File: src/rtl/wb_completion_arbiter_pkg.sv
// Shared types and encodings for the writeback completion arbiter.
package wb_completion_arbiter_pkg;

    localparam int WORD_SIZE    = 32;
    localparam int ROB_ID_WIDTH = 7;

    typedef enum logic [1:0] {
        INSTR_TYPE_ALU   = 2'd0,
        INSTR_TYPE_LOAD  = 2'd1,
        INSTR_TYPE_STORE = 2'd2,
        INSTR_TYPE_MUL   = 2'd3
    } instr_type_e;

    // One completed instruction as written into the reorder buffer
    typedef struct packed {
        instr_type_e                instruction_type;
        logic [WORD_SIZE-1:0]       pc;
        logic                       exception;
        logic [WORD_SIZE-1:0]       virtual_addr_exception;
        logic [WORD_SIZE-1:0]       result;
        logic [ROB_ID_WIDTH-1:0]    rob_id;
    } wb_entry_t;

endpackage

File: src/rtl/wb_completion_arbiter_fifo.sv
// Two-write, one-read circular buffer of completion entries.
// Port 1 is only ever used together with port 0 and lands in the slot after it.
module completion_fifo
    import wb_completion_arbiter_pkg::*;
#(
    parameter int DEPTH = 4,
    localparam int PW   = $clog2(DEPTH),
    localparam int CW   = PW + 1
) (
    input  logic            i_clk,
    input  logic            i_reset_n,
    input  logic            i_flush,
    input  logic            i_wr0_en,
    input  wb_entry_t       i_wr0_data,
    input  logic            i_wr1_en,
    input  wb_entry_t       i_wr1_data,
    input  logic            i_rd_en,
    output wb_entry_t       o_rd_data,
    output logic [CW-1:0]   o_count
);

    logic [PW-1:0]    r_wr_ptr;
    logic [PW-1:0]    r_rd_ptr;
    logic [CW-1:0]    r_count;
    wb_entry_t        r_mem [DEPTH];

    logic [PW-1:0]    w_wr1_idx;
    logic [DEPTH-1:0] w_sel0;
    logic [DEPTH-1:0] w_sel1;

    assign w_wr1_idx = r_wr_ptr + PW'(1);

    // Per-slot write-select decode for both write ports
    genvar gi;
    generate
        for (gi = 0; gi < DEPTH; gi++) begin : g_sel
            assign w_sel0[gi] = i_wr0_en && (r_wr_ptr  == PW'(gi));
            assign w_sel1[gi] = i_wr1_en && (w_wr1_idx == PW'(gi));
        end
    endgenerate

    // Entry storage; cleared on reset so the head reads as all-zero while reset is held
    always_ff @(posedge i_clk or negedge i_reset_n) begin
        if (!i_reset_n) begin
            for (int i = 0; i < DEPTH; i++) begin
                r_mem[i] <= '0;
            end
        end else begin
            for (int i = 0; i < DEPTH; i++) begin
                if (w_sel0[i]) begin
                    r_mem[i] <= i_wr0_data;
                end else if (w_sel1[i]) begin
                    r_mem[i] <= i_wr1_data;
                end
            end
        end
    end

    // Pointer and occupancy bookkeeping; flush empties the queue without touching storage
    always_ff @(posedge i_clk or negedge i_reset_n) begin
        if (!i_reset_n) begin
            r_wr_ptr <= '0;
            r_rd_ptr <= '0;
            r_count  <= '0;
        end else if (i_flush) begin
            r_wr_ptr <= '0;
            r_rd_ptr <= '0;
            r_count  <= '0;
        end else begin
            r_wr_ptr <= r_wr_ptr + PW'(i_wr0_en) + PW'(i_wr1_en);
            r_rd_ptr <= r_rd_ptr + PW'(i_rd_en);
            r_count  <= r_count + CW'(i_wr0_en) + CW'(i_wr1_en) - CW'(i_rd_en);
        end
    end

    assign o_rd_data = r_mem[r_rd_ptr];
    assign o_count   = r_count;

endmodule

File: src/rtl/wb_completion_arbiter.sv
// Writeback completion arbiter: merges memory-pipe and multiplier completions
// into an in-order queue drained one per cycle into the ROB write port.
module wb_completion_arbiter
    import wb_completion_arbiter_pkg::*;
#(
    parameter int QUEUE_DEPTH = 4
) (
    input  logic                     i_clk,
    input  logic                     i_reset_n,
    input  logic                     i_flush,
    input  logic                     i_mem_valid,
    input  logic [1:0]               i_mem_instruction_type,
    input  logic [WORD_SIZE-1:0]     i_mem_pc,
    input  logic                     i_mem_exception,
    input  logic [WORD_SIZE-1:0]     i_mem_virtual_addr_exception,
    input  logic [WORD_SIZE-1:0]     i_mem_result,
    input  logic [ROB_ID_WIDTH-1:0]  i_mem_rob_id,
    input  logic                     i_mul_valid,
    input  logic [WORD_SIZE-1:0]     i_mul_pc,
    input  logic [WORD_SIZE-1:0]     i_mul_result,
    input  logic [ROB_ID_WIDTH-1:0]  i_mul_rob_id,
    output logic                     o_stall,
    output logic                     o_rob_wr_valid,
    input  logic                     i_rob_wr_ready,
    output logic [1:0]               o_rob_wr_instruction_type,
    output logic [WORD_SIZE-1:0]     o_rob_wr_pc,
    output logic                     o_rob_wr_exception,
    output logic [WORD_SIZE-1:0]     o_rob_wr_virtual_addr_exception,
    output logic [WORD_SIZE-1:0]     o_rob_wr_result,
    output logic [ROB_ID_WIDTH-1:0]  o_rob_wr_rob_id
);

    localparam int CW = $clog2(QUEUE_DEPTH) + 1;

    logic [CW-1:0] w_count;
    logic          w_acc_mem;
    logic          w_acc_mul;
    logic          w_deq;
    wb_entry_t     w_mem_entry;
    wb_entry_t     w_mul_entry;
    wb_entry_t     w_head;

    // Stall depends only on registered occupancy: two free slots are always guaranteed
    assign o_stall        = (w_count > CW'(QUEUE_DEPTH - 2));
    assign o_rob_wr_valid = (w_count != '0);

    assign w_acc_mem = i_mem_valid && !o_stall && !i_flush;
    assign w_acc_mul = i_mul_valid && !o_stall && !i_flush;
    assign w_deq     = o_rob_wr_valid && i_rob_wr_ready && !i_flush;

    assign w_mem_entry = '{
        instruction_type:       instr_type_e'(i_mem_instruction_type),
        pc:                     i_mem_pc,
        exception:              i_mem_exception,
        virtual_addr_exception: i_mem_virtual_addr_exception,
        result:                 i_mem_result,
        rob_id:                 i_mem_rob_id
    };

    // Multiplier completions never fault
    assign w_mul_entry = '{
        instruction_type:       INSTR_TYPE_MUL,
        pc:                     i_mul_pc,
        exception:              1'b0,
        virtual_addr_exception: '0,
        result:                 i_mul_result,
        rob_id:                 i_mul_rob_id
    };

    // Port 0 takes mem when present, else mul; port 1 carries mul only on dual accept
    completion_fifo #(
        .DEPTH      (QUEUE_DEPTH)
    ) u_fifo (
        .i_clk      (i_clk),
        .i_reset_n  (i_reset_n),
        .i_flush    (i_flush),
        .i_wr0_en   (w_acc_mem || w_acc_mul),
        .i_wr0_data (w_acc_mem ? w_mem_entry : w_mul_entry),
        .i_wr1_en   (w_acc_mem && w_acc_mul),
        .i_wr1_data (w_mul_entry),
        .i_rd_en    (w_deq),
        .o_rd_data  (w_head),
        .o_count    (w_count)
    );

    assign o_rob_wr_instruction_type       = w_head.instruction_type;
    assign o_rob_wr_pc                     = w_head.pc;
    assign o_rob_wr_exception              = w_head.exception;
    assign o_rob_wr_virtual_addr_exception = w_head.virtual_addr_exception;
    assign o_rob_wr_result                 = w_head.result;
    assign o_rob_wr_rob_id                 = w_head.rob_id;

endmodule

File: config.mk
export PLATFORM = sky130hd
export DESIGN_NAME = wb_completion_arbiter
export DESIGN_NICKNAME = d
export VERILOG_FILES = /design/src/rtl/wb_completion_arbiter_pkg.sv /design/src/rtl/wb_completion_arbiter_fifo.sv /design/src/rtl/wb_completion_arbiter.sv
export SDC_FILE = /design/constraint.sdc
export NUM_CORES = 1
export LEC_CHECK = 0
export ABC_AREA = 1
export CORE_MARGIN = 1.5
export CORE_UTILIZATION = 25
export CTS_CLUSTER_DIAMETER = 200
export DETAILED_ROUTE_END_ITERATION = 12
export SLEW_MARGIN = 40
export SYNTH_ARGS = -nofsm -noshare
export SYNTH_HDL_FRONTEND = slang
export SYNTH_SLANG_ARGS = --single-unit
File: constraint.sdc
create_clock -name i_clk -period 3.9 [get_ports i_clk]
set_clock_uncertainty 0.2 [all_clocks]
set_input_delay 1.17 -clock i_clk [delete_from_list [all_inputs] [get_ports i_clk]]
set_output_delay 1.17 -clock i_clk [all_outputs]
set_load 0.02 [all_outputs]
Yosys cells after proc, flatten, opt, wreduce, memory -nomap -nowiden
Index checks and enable logic that the tools add are counted.

word-level totals
  register bits = 431
  input bits = 183

cells by class
  add/subtract/negate cells = 7
  $lt $le $gt $ge = 2
  eq/ne operators = 6
  multiplexer cells = 15
  bitwise gates (word level) = 1
  reduce and logical (&&, ||, !) cells = 25

operator list
  kind                                                      count
  2-to-1 mux 106 bit                                        11
  binary-select mux 106 bit (select 2 bit)                  1
  logical AND 1 bit                                         15
  == test 2 bit, second input constant                      4
  nonzero test 2 bit                                        4
  adder 2 x 1 -> 2 bit                                      3
  adder 3 x 1 -> 3 bit                                      2
  == test 2 x 1 -> 1 bit, second input constant             2
  zero test 2 bit                                           2
  2-to-1 mux 2 bit                                          2
  greater-or-equal comparator 3 bit, second input constant  1
  > comparator 3 x 2 -> 1 bit, second input constant        1
  2-to-1 mux 3 bit                                          1
  NOT 2 -> 3 bit                                            1
  nonzero test 3 bit                                        1
  subtractor 3 x 1 -> 3 bit                                 1
  adder 2 x 1 -> 2 bit, second input constant               1
  zero test 1 bit                                           2
  logical OR 1 bit                                          1

Logic depth before layout (Yosys ltp)
Gate-level depths: netlist (run 1).

  word-level depth = 9
  depth in mapped cells = 12

Hierarchy
From an unflattened synthesis (run 1), not the netlist that was laid out.

second synthesis, totals
  cells, all modules = 4085
  area total of the unflattened synthesis = 26668.1 sq um

modules (own cells, without submodules)
  module                 times used  cells an instance  area each (sq um)  sequential area each (sq um)
  completion_fifo        1           3760               25254.2            10785.3
  wb_completion_arbiter  1           325                1413.9             0.0

Least setup slack after synthesis (run 1)
Ideal clock, no wire load.

  path type = input to register
  from = in i_flush
  to = reg u_fifo.r_count[2] (netlist: u_fifo.o_count[2])
  setup time = 0.121 ns
  arrival = 3.194 ns
  setup slack = 0.386 ns
  stages on the path = 10
  path buffers = 3
  cells stage by stage = buf_6 > nor2_8 > buf_4 > buf_2 > nand3_1 > ha_1 > fa_1 > fa_1 > xnor2_1 > nor2_1

between the ends
  longest elaborated chain between the ends = 7

ends and longest elaborated chain
  item                                  line                                                                                   RTL
  from (decl)                           wb_completion_arbiter.sv:10                                                            input logic i_flush,
  zero test 1 bit                       wb_completion_arbiter.sv:47, wb_completion_arbiter.sv:48, wb_completion_arbiter.sv:49
  logical AND 1 bit (on tied branches)  wb_completion_arbiter.sv:47, wb_completion_arbiter.sv:48
  logical OR 1 bit                      wb_completion_arbiter.sv:77                                                            .i_wr0_en (w_acc_mem || w_acc_mul),
  adder 3 x 1 -> 3 bit (2 in series)    wb_completion_arbiter_fifo.sv:72                                                       r_count <= r_count + CW'(i_wr0_en) + CW'(i_wr1_en) - CW'(i_rd_en);
  subtractor 3 x 1 -> 3 bit             wb_completion_arbiter_fifo.sv:72
  2-to-1 mux 3 bit (*)                  wb_completion_arbiter_fifo.sv:65                                                       end else if (i_flush) begin
  to (signal assigned)                  wb_completion_arbiter_fifo.sv:72
  to (decl)                             wb_completion_arbiter_fifo.sv:24                                                       logic [CW-1:0] r_count;

Every way passes the cells marked *; elsewhere a longest branch is shown, timed or not.
A chain may end at the register's enable or synchronous reset.

Final worst setup path (run 1)
  from = reg u_fifo.r_rd_ptr[0]
  to = out o_rob_wr_result[18]

between the ends
  longest elaborated chain between the ends = 4

ends and longest elaborated chain
  item                                                    line                              RTL
  from (decl)                                             wb_completion_arbiter_fifo.sv:23  logic [PW-1:0] r_rd_ptr;
  from (signal assigned)                                  wb_completion_arbiter_fifo.sv:71  r_rd_ptr <= r_rd_ptr + PW'(i_rd_en);
  NOT 2 -> 3 bit (not written as such)                    wb_completion_arbiter_fifo.sv:76  assign o_rd_data = r_mem[r_rd_ptr];
  binary-select mux 106 bit (select 2 bit)                wb_completion_arbiter_fifo.sv:76
  2-to-1 mux 106 bit (not written as such) (2 in series)  wb_completion_arbiter_fifo.sv:76
  to (decl)                                               wb_completion_arbiter.sv:29       output logic [WORD_SIZE-1:0] o_rob_wr_result,

Every way passes these cells. The select of a mux whose other input is x is not followed.

==> impl_metrics.json, run 1 <==
{
  "irDropWorstVdd_uv": 325,
  "synthesized_net_count": 3426,
  "boundaryPins": 291,
  "crit_path_cell_trace": "buf_12 -> inv_16 -> buf_12 -> o21ai_0 -> o22ai_1 -> dlygate4sd2_1",
  "htreeDepth": 2,
  "cap_viol_max_count": 0,
  "layout_common_cells": "1062 x nand2_1, 497 x nand3_1, 429 x dfrtp_1, 233 x o21ai_0, 222 x inv_1",
  "leakagePower_nw": 14.7,
  "avg_synthesized_cell_area_sq_um": 7.25,
  "initial_antenna_violation_count": 12,
  "timing.final.crit_period_ns": 3.81,
  "path_class": "flip-flop to output port",
  "timing_worst_slew_pin_value_ns": 0.595,
  "r2r-start": "u_fifo.o_count[1]",
  "globalRoute.totalOverflow": 0,
  "grt_setup_unrepaired": "false",
  "fin_nets": 3626,
  "post-route-util": 0.324,
  "die_x_um": 309,
  "cellPowerDensity_nw_per_um2": 733,
  "synth.lib_cells_used.distinct": 30,
  "layout.cells.most_common": "nand2_1",
  "clock_tree.root_cell": "clkbuf_16",
  "path_buf_inv": 4,
  "first_global_vias": 22900,
  "post_synth_instance_area_sq_um": 23500,
  "syn2layout_area_growth_pct": 28.7,
  "slew_headroom": 0.603,
  "grt_first_pass_wirelength_um": 143000,
  "required_ns": 2.53,
  "timing.critical_path.max_delay_family": "buffers and inverters",
  "ys_seq_area_frac": 0.460,
  "vias": 23800,
  "clock_latency_ns": 0.61,
  "status": "complete, no violations",
  "cts.sink_count": 431,
  "timing.reg2reg.setup_slack_ns": 0.91,
  "worstSetupStartpoint": "u_fifo.r_rd_ptr[0]",
  "worst_path_largest_cell_delay_ns": 0.52,
  "die_span_y_um": 309,
  "drv_slew": 0,
  "crit_arrival_ns": 2.44,
  "finalSetupTns_ns": 0,
  "path_type_of_the_worst_min_delay_path": "input port to asynchronous set/reset pin",
  "dp_hpwl_um": 55500,
  "first_iter_violations": 2464,
  "grt.total_usage": 0.196,
  "crit_path_max_fanout": 21,
  "ant_nets": 0,
  "core_sq_um": 93200,
  "die_area_sq_um": 95700,
  "fillCellCount": 9927,
  "timing_hold_violations_final": 0,
  "detail_route.first_pass.iterations": 6,
  "clock_pin_transition_on_the_worst_setup_and_hold_timing_paths_ns": 0.07,
  "route.detailed.vias_per_inst": 5.01,
  "worst_path_most_repeated_cell": "buf_12",
  "tritoncts": "done",
  "wire_length_per_cell_um": 20.1,
  "category_of_the_worst_setup_path_capture_point": "output port",
  "std_cell_rows": 112,
  "ctsLongestPathBuffers": 3,
  "finalSetupViolations": 0,
  "cts_made_buffers": 54,
  "timing.final.crit_share": 0.978,
  "max_stage_delay_cell_worst_path": "dfrtp_4",
  "max_freq_mhz": 262,
  "ys_ff_latch": 431,
  "syn_inst": 3237,
  "io_buffer_count": 290,
  "yosys_warnings": 0,
  "start_util": 0.252,
  "place_congestion": 0.815,
  "final_layout_size_suffix_gt1_frac": 0.0675,
  "detail_route.wirelength_um": 95400,
  "start_kind": "flip-flop",
  "cts_hold_buffers": 0,
  "largest_net_degree_at_the_start_of_global_routing": 93,
  "dr_drc_count": 0
}
==> worst paths after layout <==
check / end / depth (start not counted)
worst min register to register: u_fifo.r_mem[224] / 2
worst max-delay path: o_rob_wr_result[18] / 6
max in group asynchronous: u_fifo.r_mem[60] / 3
min in group i_clk: u_fifo.r_mem[224] / 2
worst min-delay path: u_fifo.r_mem[32] / 1
worst max register to register: u_fifo.o_count[2] / 10
==> worst reg2reg max path: cells and delay by family, from the launching register on <==
family          cells  cell delay (ns)
fa+ha+maj           3             1.01
buf+inv             3             0.63
flops               1             0.41
simple gates        2             0.29
compound gates      1             0.21
xor+xnor            1             0.14
==> cells in the mapped netlist <==
master / number / share of area
nand4_1: 2 / 0.00053
nand3b_1: 71 / 0.023
inv_1: 223 / 0.036
nand4_2: 2 / 0.0011
o211ai_2: 2 / 0.0011
buf_6: 14 / 0.0067
inv_4: 1 / 0.00027
o21ai_0: 233 / 0.050
buf_1: 14 / 0.0022
buf_4: 15 / 0.0048
o22ai_1: 139 / 0.037
clkinv_1: 2 / 0.00032
xor2_1: 1 / 0.00037
buf_2: 97 / 0.021
o21ai_1: 13 / 0.0028
clkbuf_1: 110 / 0.018
a21oi_1: 99 / 0.021
nand2_2: 1 / 0.00027
nand3_1: 497 / 0.11
inv_2: 7 / 0.0011
nor2_1: 181 / 0.029
xnor2_1: 2 / 0.00075
ha_1: 3 / 0.0016
nand2_4: 1 / 0.00048
nand2_1: 1066 / 0.17
nor2_2: 3 / 0.00080
or2_2: 2 / 0.00053
dfrtp_1: 431 / 0.46
nor2_8: 2 / 0.0017
fa_1: 3 / 0.0026
==> logic make-up after synthesis <==
kind of cell               count (synthesis)  share of synthesized area
DFF                                      431                      0.460
AOI/OAI and AO/OA                        486                      0.112
xor gates and xnor gates                   3                    0.00112
adders and majority gates                  6                    0.00416
buffers and inverters                    483                     0.0895
and+or+nand+nor                         1828                      0.334
==> power by group <==
group          internal (mW)  leakage, nW  switching, mW
clock                   3.39        0.949           2.15
sequential              6.39         5.56          0.962
combinational           3.25         8.15           5.99
==> timing repair <==
action                                  CTS  global route
gates resized for setup                 115             0
endpoints found under the setup margin  101             0
endpoints found under the hold margin     0             0
setup buffers                             6             0
==> routing by layer <==
| metal | share of wire | track usage | up-vias |
|---|---|---|---|
| li1 | - | - | 11000 |
| met1 | 0.44 | 0.264 | 11600 |
| met2 | 0.46 | 0.315 | 1023 |
| met3 | 0.070 | 0.0307 | 218 |
| met4 | 0.035 | 0.0763 | 4 |
| met5 | 0.00025 | 0 | - |
==> sequential cells by signal, summed over array words and instances, names as in the netlist <==
name / count
u_fifo.r_mem: 424
u_fifo.o_count: 3
u_fifo.r_wr_ptr: 2
u_fifo.r_rd_ptr: 2
==> area by class of cell <==
type / count / area, sq um / share of cell area
Tap cell: 1254 / 1570 / 0.0520
Multi-Input combinational cell: 2323 / 10700 / 0.353
Timing Repair Buffer: 392 / 4270 / 0.141
Inverter: 233 / 900 / 0.0298
Antenna cell: 6 / 15.0 / 0.000497
Clock inverter: 24 / 365 / 0.0121
Sequential cell: 431 / 10800 / 0.357
Clock buffer: 78 / 1600 / 0.0531
Timing Repair inverter: 2 / 25.0 / 0.000829
==> through the flow <==
stage	hold slack [ns]	power (mW)	area [sq um]	cells	worst slack, ns
CTS	0.226	22.2	30200	4737	0.0565
detailed placement	0.260	16.9	28100	4624	0.0813
global route	0.236	23.5	30200	4742	0.00385
global placement	0.258	16.7	28100	4624	0.100
floorplan	0.244	12.7	23500	3237	0.386
finish	0.247	22.1	30200	4743	0.0863
Note: power is estimated with default switching activity, not from simulation.
==> inputs of run 2 (changes only) <==
==> constraint.sdc (replaced) <==
create_clock -name i_clk -period 3.2 [get_ports i_clk]
set_clock_uncertainty 0.2 [all_clocks]
set_input_delay 0.96 -clock i_clk [delete_from_list [all_inputs] [get_ports i_clk]]
set_output_delay 0.96 -clock i_clk [all_outputs]
set_load 0.02 [all_outputs]
==> impl_metrics.json, run 2 (synthesized netlist as in run 1, its figures left out) <==
{
  "final_layout_size_suffix_gt1_frac": 0.179,
  "first_global_vias": 23600,
  "initial_antenna_violation_count": 5,
  "max_stage_delay_cell_worst_path": "dfrtp_4",
  "die_span_y_um": 309,
  "grt_first_pass_wirelength_um": 145000,
  "crit_arrival_ns": 2.24,
  "ant_nets": 0,
  "place_congestion": 0.839,
  "timing_hold_violations_final": 0,
  "drv_slew": 0,
  "die_area_sq_um": 95700,
  "cellPowerDensity_nw_per_um2": 884,
  "violations": "setup timing",
  "timing.final.crit_share": 1.06,
  "ctsLongestPathBuffers": 3,
  "largest_register_ff_count": 424,
  "detail_route.first_pass.iterations": 6,
  "status": "finished, violations left",
  "tritoncts": "done",
  "layout.cells.most_common": "nand2_1",
  "std_cell_rows": 112,
  "timing_worst_slew_pin_value_ns": 0.586,
  "layout_common_cells": "1062 x nand2_1, 497 x nand3_1, 429 x dfrtp_1, 222 x inv_1, 182 x clkdlybuf4s50_1",
  "whs_ns": 0.0531,
  "path_class": "flip-flop to output port",
  "grt_setup_unrepaired": "true",
  "grt.total_usage": 0.198,
  "slew_headroom": 0.608,
  "detail_route.wirelength_um": 102000,
  "syn2layout_area_growth_pct": 42.8,
  "irDropWorstVdd_uv": 434,
  "post-route-worst-setup-slack_ns": -0.198,
  "cts.sink_count": 431,
  "worst_r2r_path_depth": 10,
  "path_type_of_the_worst_min_delay_path": "input port to asynchronous set/reset pin",
  "cap_viol_max_count": 0,
  "finalSetupViolations": 101,
  "final_non_filler_cell_total": 4881,
  "core_sq_um": 93200,
  "route.detailed.vias_per_inst": 5.05,
  "cts_made_buffers": 54,
  "worst_path_largest_cell_delay_ns": 0.51,
  "category_of_the_worst_setup_path_capture_point": "output port",
  "clock_latency_ns": 0.61,
  "vias": 24600,
  "post-place-cells": 4695,
  "fin_nets": 3775,
  "dp_hpwl_um": 59000,
  "die_x_um": 309,
  "timing.final.crit_period_ns": 3.40,
  "first_iter_violations": 2494,
  "max_freq_mhz": 294,
  "start_util": 0.252,
  "io_buffer_count": 290,
  "cts_hold_buffers": 0,
  "leakagePower_nw": 16.0,
  "boundaryPins": 291,
  "wire_length_per_cell_um": 21.0,
  "required_ns": 2.04,
  "clock_pin_transition_on_the_worst_setup_and_hold_timing_paths_ns": 0.06,
  "htreeDepth": 2,
  "crit_path_max_fanout": 5,
  "clock_tree.root_cell": "clkbuf_16",
  "worst_path_most_repeated_cell": "buf_12",
  "largest-register": "u_fifo.r_mem",
  "globalRoute.totalOverflow": 0,
  "crit_path_cell_trace": "buf_12 -> buf_12 -> buf_12 -> buf_4 -> buf_6 -> o21ai_4 -> o22ai_2 -> buf_6",
  "largest_net_degree_at_the_start_of_global_routing": 90,
  "finalSetupTns_ns": -9.02,
  "start_kind": "flip-flop",
  "dr_drc_count": 0
}
[run 2: metrics by stage]
step	setup slack (ns)	instance area, sq um	utilization	total power, mW
after floorplan	0.0341	23500	-	15.5
after global placement	-0.220	29100	0.312	21.2
after detailed placement	-0.202	29100	0.312	21.4
after CTS	-0.276	31600	0.340	28.0
after global routing	-0.282	33500	0.360	31.4
final	-0.198	33500	0.360	29.6
[run 2: cell type report]
class | instances | area, sq um
Clock inverter | 26 | 314
Clock buffer | 70 | 1500
Fill cell | 9597 | 59700
Timing Repair inverter | 3 | 52.6
Sequential cell | 431 | 10800
Antenna cell | 1 | 2.50
Inverter | 233 | 922
Timing Repair Buffer | 540 | 6770
Tap cell | 1254 | 1570
Multi-Input combinational cell | 2323 | 11600
[run 2: worst paths after layout]
check / to / startpoint / slack [ns]
setup reg to reg: u_fifo.o_count[2] / u_fifo.o_count[1] / 0.36
max in group asynchronous: u_fifo.r_mem[398] / i_reset_n / 1.85
hold / removal: u_fifo.r_wr_ptr[0] / i_reset_n / 0.05
min in group i_clk: u_fifo.r_mem[223] / u_fifo.r_mem[223] / 0.27
hold reg to reg: u_fifo.r_mem[223] / u_fifo.r_mem[223] / 0.27
setup / recovery: o_rob_wr_result[9] / u_fifo.r_rd_ptr[0] / -0.20
[run 2: power by group]
part | internal (mW) | switching (mW) | total, mW | leakage [nW]
Combinational | 5.95 | 8.14 | 14.1 | 9.51
Clock | 3.79 | 2.56 | 6.34 | 0.897
Sequential | 7.80 | 1.39 | 9.19 | 5.56
Total | 17.5 | 12.1 | 29.6 | 16.0
[run 2: worst max-delay path: cells and delay by family, from the launching register on]
kind                   cells  cell delay [ns]
AO/OA/AOI/OAI              2             0.24
buffers and inverters      6             0.86
flip-flops                 1             0.51
[run 2: metal layers]
layer / global-route usage / share of wire / vias up
met3: 0.0256 / 0.079 / 205
met2: 0.320 / 0.46 / 1114
met4: 0.0752 / 0.033 / 2
met1: 0.269 / 0.42 / 12000
met5: 0 / 0.00013 / -
li1: - / - / 11300
[run 2: timing repair]
| item | 4_1_cts | 5_1_grt |
|---|---|---|
| endpoints found under the setup margin | 107 | 106 |
| cloned | 13 | 29 |
| gates resized for setup | 477 | 441 |
| pin swaps | 16 | 60 |
| setup buffers | 17 | 37 |
